`src/rtl/fifo_umbral.sv`:
```
// Synchronous FIFO with programmable almost-full / almost-empty thresholds.
// Read data is registered: a popped word appears on data_out one edge later with valid_out.
module fifo_umbral #(
    parameter int DATA_WIDTH = 6,
    parameter int ADDR_WIDTH = 3,
    parameter int U_WIDTH    = 4
) (
    input  logic                  clk,
    input  logic                  reset,
    input  logic                  push,
    input  logic [DATA_WIDTH-1:0] data_in,
    input  logic                  pop,
    input  logic [U_WIDTH-1:0]    umbral_alto,
    input  logic [U_WIDTH-1:0]    umbral_bajo,
    output logic [DATA_WIDTH-1:0] data_out,
    output logic                  valid_out,
    output logic                  fifo_empty,
    output logic                  fifo_full,
    output logic                  almost_full,
    output logic                  almost_empty,
    output logic                  error,
    output logic [U_WIDTH-1:0]    count
);

    localparam int DEPTH = 2 ** ADDR_WIDTH;
    localparam logic [U_WIDTH-1:0] DEPTH_U = U_WIDTH'(DEPTH);

    logic [DATA_WIDTH-1:0] mem [DEPTH];

    logic [ADDR_WIDTH-1:0] wr_ptr_reg;
    logic [ADDR_WIDTH-1:0] rd_ptr_reg;
    logic [U_WIDTH-1:0]    count_reg;
    logic [U_WIDTH-1:0]    count_next;
    logic [DATA_WIDTH-1:0] data_out_reg;
    logic                  valid_reg;
    logic                  error_reg;
    logic                  error_next;

    logic empty;
    logic full;
    logic pop_ok;
    logic push_ok;

    assign empty = (count_reg == '0);
    assign full  = (count_reg == DEPTH_U);

    // A pop in the same cycle frees a slot, so a push into a full FIFO is legal then.
    always_comb begin
        pop_ok     = pop && !empty;
        push_ok    = push && (!full || pop_ok);
        count_next = count_reg;
        error_next = error_reg;
        if (push_ok && !pop_ok) begin
            count_next = count_reg + U_WIDTH'(1);
        end else if (pop_ok && !push_ok) begin
            count_next = count_reg - U_WIDTH'(1);
        end
        if ((push && !push_ok) || (pop && empty)) begin
            error_next = 1'b1;
        end
    end

    // Storage carries no reset so it maps onto plain RAM.
    always_ff @(posedge clk) begin
        if (push_ok && !reset) begin
            mem[wr_ptr_reg] <= data_in;
        end
    end

    always_ff @(posedge clk) begin
        if (reset) begin
            wr_ptr_reg   <= '0;
            rd_ptr_reg   <= '0;
            count_reg    <= '0;
            data_out_reg <= '0;
            valid_reg    <= 1'b0;
            error_reg    <= 1'b0;
        end else begin
            count_reg <= count_next;
            error_reg <= error_next;
            valid_reg <= pop_ok;
            if (push_ok) begin
                wr_ptr_reg <= wr_ptr_reg + ADDR_WIDTH'(1);
            end
            if (pop_ok) begin
                data_out_reg <= mem[rd_ptr_reg];
                rd_ptr_reg   <= rd_ptr_reg + ADDR_WIDTH'(1);
            end
        end
    end

    assign data_out     = data_out_reg;
    assign valid_out    = valid_reg;
    assign error        = error_reg;
    assign count        = count_reg;
    assign fifo_empty   = empty;
    assign fifo_full    = full;
    assign almost_full  = (count_reg >= umbral_alto);
    assign almost_empty = (count_reg <= umbral_bajo);

endmodule

```
`config.mk`:
```
export PLATFORM = sky130hd
export DESIGN_NAME = fifo_umbral
export DESIGN_NICKNAME = d
export VERILOG_FILES = /design/src/rtl/fifo_umbral.sv
export SDC_FILE = /design/constraint.sdc
export NUM_CORES = 1
export LEC_CHECK = 0
export ABC_AREA = 1
export CAP_MARGIN = 10
export CORE_ASPECT_RATIO = 0.9
export CORE_MARGIN = 4
export CORE_UTILIZATION = 45
export CTS_CLUSTER_SIZE = 8
export DETAILED_ROUTE_END_ITERATION = 12
export PLACE_DENSITY = 0.77
export SLEW_MARGIN = 20
export SYNTH_ARGS = -nofsm -noshare
export SYNTH_HDL_FRONTEND = slang
export SYNTH_SLANG_ARGS = --single-unit
export TNS_END_PERCENT = 1
```
`constraint.sdc`:
```
create_clock -name clk -period 6.7 [get_ports clk]
set_clock_uncertainty 0.2 [all_clocks]
set_input_delay 0.67 -clock clk [delete_from_list [all_inputs] [get_ports clk]]
set_output_delay 0.67 -clock clk [all_outputs]
set_load 0.01 [all_outputs]
```
==> flow_summary.toml, run 1 <==
[sta]
fin_setup_tns_ns = 0
finalCritPeriodShare_pct = 47.5
worst_pin_slew_ns = 1.03
fmax_ghz = 0.314
drv_slew = 0
rsz0062_at_grt = "false"
final.min_clock_period_ns = 3.18
hold_viol_final = 0
max_slew_margin_pct = 31.1
setup_violations = 0

[clock_network]
cts_root_buffer = "clkbuf_8"
numClockSinks = 66
ctsHoldBuffers = 0
cts_max_path_buffers = 2
cts_resized = 0
cts_tree = "yes"
clk_latency_ns = 0.34
path_clk_slew_ns = 0.07
cts.htree.levels = 3
post_cts_buffers = 0
cts_inserted_buffers = 9

[yosys]
syn_area_per_cell_sq_um = 9.48
syn_inst = 333
seq_area_frac_synth_pct = 57.1
synthTopCellsByArea = "edfxtp_1 (46%), dfxtp_1 (11%), nand2_1 (9.4%)"
synth_top_cell_by_area = "edfxtp_1"
ys_warn_count = 0
syn-num-nets = 365
netlist.area_leader.share_pct = 45.7
ys_ff_latch = 66
synth.distinct_cells = 28
synth_area_sq_um = 3160

[final_layout]
fillCellCount = 563
largest_reg_flops = 48
nets = 399
antennaDiodeCount = 0
area_delta_synth_final_pct = 17.6
layout-drive-gt1-share_pct = 9.14

[route]
via_per_inst = 4.96
post_drt_wl_per_cell_um = 13.6
first_pass_iters = 5
drt_iter0_drc = 156
drc = 0
drt-total-wl_mm = 6.30
num_vias = 2290
antenna_left = 0

[floorplan]
dieWidth_um = 96.3
design.portCount = 34
start_util_pct = 47.2
core_area_sq_um = 6690
die_y_um = 87.5
die-area_sq_um = 8420
rows = 28

[grt]
grt_pass1_vias = 2191
grt_antenna_before_repair = 0
grt_overflow = 0
track_usage_pct = 16.8
grt_pass1_wl_mm = 10.5
grt_max_degree = 27

[power_and_ir_drop]
vdd_ir_drop_max_mv = 0.166
power.density_nw_per_um2 = 341
p_leak_nw = 1.58
finalPower_mw = 1.27

[worst_hold_path]
hold_path.class = "reg2reg"

[placement]
dpl.hpwl_mm = 4.38
port_buffers = 33
gp_congestion = 0.837

[run]
maxCapViolCount = 0

[critical_path]
cp_data_required_time_ns = 5.83
cp-end-kind = "output port"
critPathKind = "in2out"
crit_path_start_kind = "input pin"
crit_arrival_ns = 2.31
worstPathMaxFanout = 2

[run_status]
status = "complete, no violations"
-- synthesized netlist by cell type --
cell and n:
a21oi_1 15, o21ai_1 2, inv_1 60, inv_2 2, nor3_2 4, nand2_1 79, ha_1 13, o211ai_1 1
inv_4 1, buf_2 4, or2_2 1, dfxtp_1 18, a21oi_2 2, nor4_1 1, edfxtp_1 48, o21ai_0 8
nand3_2 2, nand3_1 40, xor2_1 2, nor2_1 11, nand4_1 2, nand2_2 7, o22ai_1 1, and3_1 1
buf_6 5, fa_1 1, nor2_2 1, clkbuf_1 1
-- path summary, 6_finish.rpt --
check                                     from            to  slack (ns)  cells past startpoint
worst max-delay path            umbral_bajo[1]  almost_empty        3.52                      7
worst min-delay path               data_out[3]   data_out[3]        0.27                      2
worst max register to register        count[3]      count[3]        4.18                     12
worst min register to register     data_out[3]   data_out[3]        0.27                      2
-- critical path, cell delays in order --
cell and delay [ns]:
clkdlybuf4s50_1 0.45, inv_1 0.04, ha_1 0.30, a21oi_1 0.14, o21ai_0 0.08, o21ai_0 0.07, clkdlybuf4s50_1 0.57
-- cell usage in the layout, fill, tap and decap left out --
master and count:
ha_1 13, clkinv_2 1, nor3_2 4, nand4_1 2, clkbuf_8 9, xor2_1 2
dfxtp_1 18, clkdlybuf4s50_1 33, inv_4 1, o22ai_1 1, o211ai_1 1, inv_2 2
and3_1 1, nor4_1 1, o21ai_0 8, a21oi_1 15, or2_2 1, clkinv_1 2
inv_1 60, o21ai_1 2, nand2_1 79, edfxtp_1 48, nor2_2 1, clkinvlp_4 1
inv_6 2, nand2_2 7, nand3_2 2, nor2_1 11, bufinv_16 1, fa_1 1
nand3_1 40, a21oi_2 2
-- final cells by class --
class,count,area (sq um),area share [%]
inverter,63,239,6.44
sequential,66,1800,48.6
clock inverter,7,67.6,1.82
timing repair buffer,33,330,8.90
multi-input combinational,194,1040,27.9
tap,90,113,3.03
clock buffer,9,124,3.34
-- through the flow --
step | utilization (%) | area [sq um] | hold slack [ns] | cells | worst slack (ns)
2_1_floorplan | - | 3160 | 0.287 | 333 | 4.24
3_3_place_gp | 52.6 | 3520 | 0.252 | 446 | 3.54
3_5_place_dp | 52.6 | 3520 | 0.266 | 446 | 3.50
4_1_cts | 55.5 | 3710 | 0.276 | 462 | 3.51
5_1_grt | 55.5 | 3710 | 0.292 | 462 | 3.37
6_report | 55.5 | 3710 | 0.270 | 462 | 3.52
-- per-layer routing --
metal  global-route usage, %  wire length, um  vias to the layer above
met3                    6.31              396                        4
met5                       0                0                        -
li1                        -                -                     1158
met1                    22.0             2810                     1071
met2                    26.5             3060                       57
met4                    3.75               41                        0
-- where the power goes --
group          switching [mW]  total [mW]  leakage (nW)  internal [mW]
logic                   0.227       0.409         0.907          0.182
registers              0.0596       0.534         0.582          0.475
clock network           0.152       0.323        0.0951          0.171
total                   0.439        1.27          1.58          0.828
-- cells by family after synthesis --
family	Yosys count	share of synthesized area, %
AO/OA/AOI/OAI	29	4.95
AND/OR/NAND/NOR	149	21.5
XOR/XNOR	2	0.555
buffers and inverters	73	10.1
adder cells (fa/ha/maj)	14	5.79
flip-flops	66	57.1
Note: power is estimated with default switching activity, not from simulation.
==> run 2, diff against run 1 <==
==> constraint.sdc (replaced) <==
create_clock -name clk -period 3 [get_ports clk]
set_clock_uncertainty 0.2 [all_clocks]
set_input_delay 0.3 -clock clk [delete_from_list [all_inputs] [get_ports clk]]
set_output_delay 0.3 -clock clk [all_outputs]
set_load 0.01 [all_outputs]
==> run 2 against run 1 <==
  * Clock-buffer cell count up 1
  * First-iteration DRC count up 39%
  * Critical path depth up 5
  * Sequential power up 120%
  * Utilization up 0.69 points
==> flow_summary.toml, run 2 (same netlist as run 1, synthesis figures left out) <==
[run_status]
status = "complete, no violations"

[floorplan]
die_y_um = 87.5
design.portCount = 34
rows = 28
dieWidth_um = 96.3
die-area_sq_um = 8420
core_area_sq_um = 6690
start_util_pct = 47.2

[critical_path]
path_depth = 12
cp_common_cell = "nand2_1"
critPathBufInv = 2
worstPathMaxFanout = 14
slowest_delay_ns = 0.49
crit_chain = "inv_1 -> nand3_2 -> nand2_2 -> ha_1 -> inv_1 -> ha_1 -> or2_2 -> nand2_1 -> nand3_1 -> nand2_1 -> nand2_1 -> a21oi_1"
r2r-end = "count[3]"
crit_arrival_ns = 2.57
timing.rr.start = "count[3]"
crit_family = "simple AND/OR/NAND/NOR gates"
reg2reg_setup_slack_ns = 0.50
cp-startpoint = "count[3]"
reg2regPathDepth = 12
cp-end-kind = "register"
slowest_stage = "dfxtp_1"
crit_end = "count[3]"
cp_data_required_time_ns = 3.07
critPathKind = "reg2reg"
crit_path_start_kind = "register"

[grt]
grt_pass1_vias = 2201
grt_antenna_before_repair = 0
grt_max_degree = 27
track_usage_pct = 17.3
grt_pass1_wl_mm = 10.6
grt_overflow = 0

[sta]
holdWs_ns = 0.267
max_slew_margin_pct = 54.9
fmax_ghz = 0.400
hold_viol_final = 0
final.min_clock_period_ns = 2.50
worst_slack_ns = 0.501
drv_slew = 0
rsz0062_at_grt = "false"
setup_violations = 0
finalCritPeriodShare_pct = 83.3
worst_pin_slew_ns = 0.673
fin_setup_tns_ns = 0

[run]
maxCapViolCount = 0

[route]
wl_met3_um = 588
drc = 0
via_per_inst = 4.89
post_drt_wl_per_cell_um = 13.6
highest_layer = "met4"
first_pass_iters = 4
num_vias = 2305
wirelength_met1_mm = 2.70
drt-total-wl_mm = 6.43
drt_iter0_drc = 217
antenna_left = 0
route.met2.wl_mm = 3.07

[final_layout]
nets = 408
largest_reg_flops = 48
antennaDiodeCount = 0
layout-drive-gt1-share_pct = 11.5
fin_area_sq_um = 3760
area_delta_synth_final_pct = 19.0
layout.cells.non_filler = 471
final_cell_mix = "nand2_1 (79), inv_1 (60), edfxtp_1 (48)"
mostFrequentLayoutCell = "nand2_1"
utilization_pct = 56.2

[clock_network]
numClockSinks = 66
post_cts_buffers = 0
cts_max_path_buffers = 2
clk_latency_ns = 0.34
cts_inserted_buffers = 9
cts_root_buffer = "clkbuf_8"
path_clk_slew_ns = 0.07
ctsHoldBuffers = 0
cts_resized = 0
cts.htree.levels = 3
cts_tree = "yes"

[power_and_ir_drop]
finalPower_mw = 2.78
vdd_ir_drop_max_mv = 0.404
power.density_nw_per_um2 = 740
p_leak_nw = 1.62

[worst_hold_path]
hold_path.class = "reg2reg"

[placement]
place_ws_ns = 0.310
port_buffers = 33
dpl.hpwl_mm = 4.40
dp.cells = 455
gp_congestion = 0.793
dpl_cell_area_sq_um = 3590
-- run 2: cell count changes in the layout (fill, tap and decap cells not counted) --
cell / change
clkbuf_1: +1
inv_6: -1
clkinv_2: +1
clkinvlp_4: +1
clkinv_1: -2
clkinv_4: +1
bufinv_16: -1
buf_4: +9
-- run 2: area by class of cell --
| cell class | instances | area [sq um] |
|---|---|---|
| multi-input combinational | 194 | 1040 |
| fill | 554 | 2930 |
| timing repair buffer | 42 | 398 |
| clock buffer | 10 | 128 |
| inverter | 63 | 239 |
| clock inverter | 6 | 42.5 |
| tap | 90 | 113 |
| sequential | 66 | 1800 |
-- run 2: power breakdown --
part           switching [mW]  internal, mW
clock                   0.340         0.300
combinational           0.563         0.426
sequential             0.0891          1.06
total                   0.992          1.79
-- run 2: worst min path at each step --
stage | from | end | cells after the start
floorplan | data_in[0] | mem[0][0] | 0
global placement | data_out[4] | data_out[4] | 2
detailed placement | data_out[4] | data_out[4] | 2
CTS | data_out[4] | data_out[4] | 2
global route | data_out[1] | data_out[1] | 2
finish | data_out[4] | data_out[4] | 2
-- run 2: layer usage --
layer  global-route usage [%]  vias up
li1                         -     1166
met1                     23.6     1042
met2                     26.3       89
met3                     5.01        8
met4                     6.07        0
met5                        0        -
-- run 2: worst min-delay path, delay by kind of cell, from the launching register on --
kind	cells	cell delay, ns
AOI/OAI and AO/OA	1	0.05
DFF	1	0.31
and+or+nand+nor	1	0.06
==> run 3, diff against run 2 <==
--- a/config.mk
+++ b/config.mk
@@ -12,7 +12,7 @@
 export CORE_UTILIZATION = 45
 export CTS_CLUSTER_SIZE = 8
 export DETAILED_ROUTE_END_ITERATION = 12
-export PLACE_DENSITY = 0.77
+export PLACE_DENSITY = 0.79
 export SLEW_MARGIN = 20
 export SYNTH_ARGS = -nofsm -noshare
 export SYNTH_HDL_FRONTEND = slang
==> constraint.sdc (replaced) <==
create_clock -name clk -period 2.2 [get_ports clk]
set_clock_uncertainty 0.2 [all_clocks]
set_input_delay 0.22 -clock clk [delete_from_list [all_inputs] [get_ports clk]]
set_output_delay 0.22 -clock clk [all_outputs]
set_load 0.01 [all_outputs]
==> run 3 against run 2 <==
  * Largest power group unchanged
  * Critical path depth up 3
  * Utilization rose by 2.2 points
  * Sequential power up 34%
  * Combinational power grew 51%
  * Worst setup slack got worse by 0.38 ns
  * Die area did not move
  * Largest cell class unchanged
  * First-iteration DRC count down 23%
  * Cell area is 3.9% higher
  * Non-clock buffer count grew 12
  * Clock power grew 67%
==> flow_summary.toml, run 3 (same netlist as run 1, synthesis figures left out) <==
[run_status]
status = "complete, no violations"

[run]
maxCapViolCount = 0

[route]
first_pass_iters = 4
post_drt_wl_per_cell_um = 13.7
num_vias = 2325
drc = 0
antenna_left = 0
drt_iter0_drc = 168
via_per_inst = 4.82
drt-total-wl_mm = 6.58

[clock_network]
cts.htree.levels = 3
cts_max_path_buffers = 2
clk_latency_ns = 0.34
ctsHoldBuffers = 0
cts_root_buffer = "clkbuf_8"
numClockSinks = 66
cts_inserted_buffers = 9
path_clk_slew_ns = 0.07
cts_tree = "yes"

[worst_hold_path]
hold_path_depth = 2
hold_path.class = "reg2reg"

[floorplan]
dieWidth_um = 96.3
start_util_pct = 47.2
core_area_sq_um = 6690
die_y_um = 87.5
design.portCount = 34
die-area_sq_um = 8420
rows = 28

[sta]
setup_violations = 0
final.min_clock_period_ns = 2.08
fin_setup_tns_ns = 0
finalCritPeriodShare_pct = 94.5
worst_pin_slew_ns = 0.454
rsz0062_at_grt = "true"
max_slew_margin_pct = 69.7
hold_viol_final = 0
fmax_ghz = 0.481
drv_slew = 0

[grt]
grt_antenna_before_repair = 0
track_usage_pct = 17.7
grt_overflow = 0
grt_pass1_vias = 2241
grt_pass1_wl_mm = 10.8
grt_max_degree = 27

[critical_path]
critPathKind = "reg2reg"
crit_arrival_ns = 2.15
crit_path_start_kind = "register"
crit_chain = "nor2_4 -> nand4_1 -> nand2_2 -> inv_2 -> ha_2 -> inv_2 -> buf_4 -> ha_1 -> nand2_1 -> nand2_1 -> nand2_1 -> nand3_1 -> nand2_1 -> nand2_1 -> a21oi_2"
slowest_delay_ns = 0.33
slowest_stage = "dfxtp_2"
cp_data_required_time_ns = 2.27
worstPathMaxFanout = 3
reg2regPathDepth = 15
cp_common_cell = "nand2_1"
cp-end-kind = "register"

[power_and_ir_drop]
pwr-share-seq_pct = 37.6
vdd_ir_drop_max_mv = 0.385
p_leak_nw = 1.71
intPower_mw = 2.73
p_sw_mw = 1.36
swShare_pct = 33.2
pwr-share-comb_pct = 36.3
power.density_nw_per_um2 = 1050
p_clk_share_pct = 26.0

[final_layout]
layout.cells.non_filler = 482
antennaDiodeCount = 0
final_cell_mix = "nand2_1 (79), inv_1 (58), edfxtp_1 (48)"
mostFrequentLayoutCell = "nand2_1"
nets = 420
fillCellCount = 566
largest_reg_flops = 48
area_delta_synth_final_pct = 23.6
layout-drive-gt1-share_pct = 16.8

[placement]
gp_congestion = 0.822
port_buffers = 33
dp.cells = 466
dpl.hpwl_mm = 4.67
-- run 3: cell types whose count changed in the layout (fill, tap and decap cells not counted), moves of 2 or more --
cell / change
bufinv_16: +2
clkbuf_2: +2
clkdlybuf4s50_1: -3
inv_1: -2
dfxtp_1: -4
dfxtp_2: +4
buf_4: +12
inv_2: +2
-- run 3: area by class of cell --
class                   instances  area, sq um  share of cell area (%)
inverters                      63          239                    6.12
clock buffers                  10          128                    3.27
repair buffers                 54          480                    12.3
multi-input cells             194         1060                    27.1
flip-flops and latches         66         1810                    46.3
well taps                      90          113                    2.89
clock inverters                 5         80.1                    2.05
-- run 3: timing repair --
action,CTS,global route
setup buffers,0,1
pin swaps,0,3
gates resized for setup,3,11
cloned,0,0
endpoints found under the hold margin,0,0
endpoints found under the setup margin,4,6
-- run 3: power groups by stage --
stage,clock network (mW),logic (mW),registers (mW)
floorplan,0,0.868,1.61
global placement,0,1.41,1.56
detailed placement,0,1.47,1.56
CTS,1.09,1.47,1.54
global route,1.15,1.66,1.56
finish,1.07,1.49,1.54
-- run 3: worst max-delay path: cells and delay by family (launching register included) --
kind                       cells  cell delay [ns]
AOI/OAI and AO/OA              1             0.10
adders and majority gates      2             0.41
buffers and inverters          3             0.21
DFF                            1             0.33
and+or+nand+nor                9             0.76
-- run 3: worst paths after layout --
kind,startpoint,end,slack (ns)
max,count[1],count[3],0.12
min,data_out[1],data_out[1],0.27
max reg2reg,count[1],count[3],0.12
min reg2reg,data_out[1],data_out[1],0.27
-- run 3: metal layers --
layer  global-route usage (%)  vias up  share of wire, %
li1                         -     1192                 -
met1                     22.6     1055                42
met2                     27.6       68                48
met3                     6.57       10               7.9
met4                     6.20        0               1.8
met5                        0        -                 0
-- run 3: stage by stage --
step	instance area [sq um]	utilization (%)	worst slack [ns]	hold slack, ns	total power [mW]
6_report	3900	58.3	0.122	0.270	4.09
5_1_grt	3900	58.3	-0.0620	0.297	4.37
4_1_cts	3890	58.1	-0.0200	0.271	4.10
3_5_place_dp	3670	54.9	-0.219	0.261	3.03
3_3_place_gp	3670	54.9	-0.171	0.254	2.97
2_1_floorplan	3160	-	0.00560	0.119	2.48
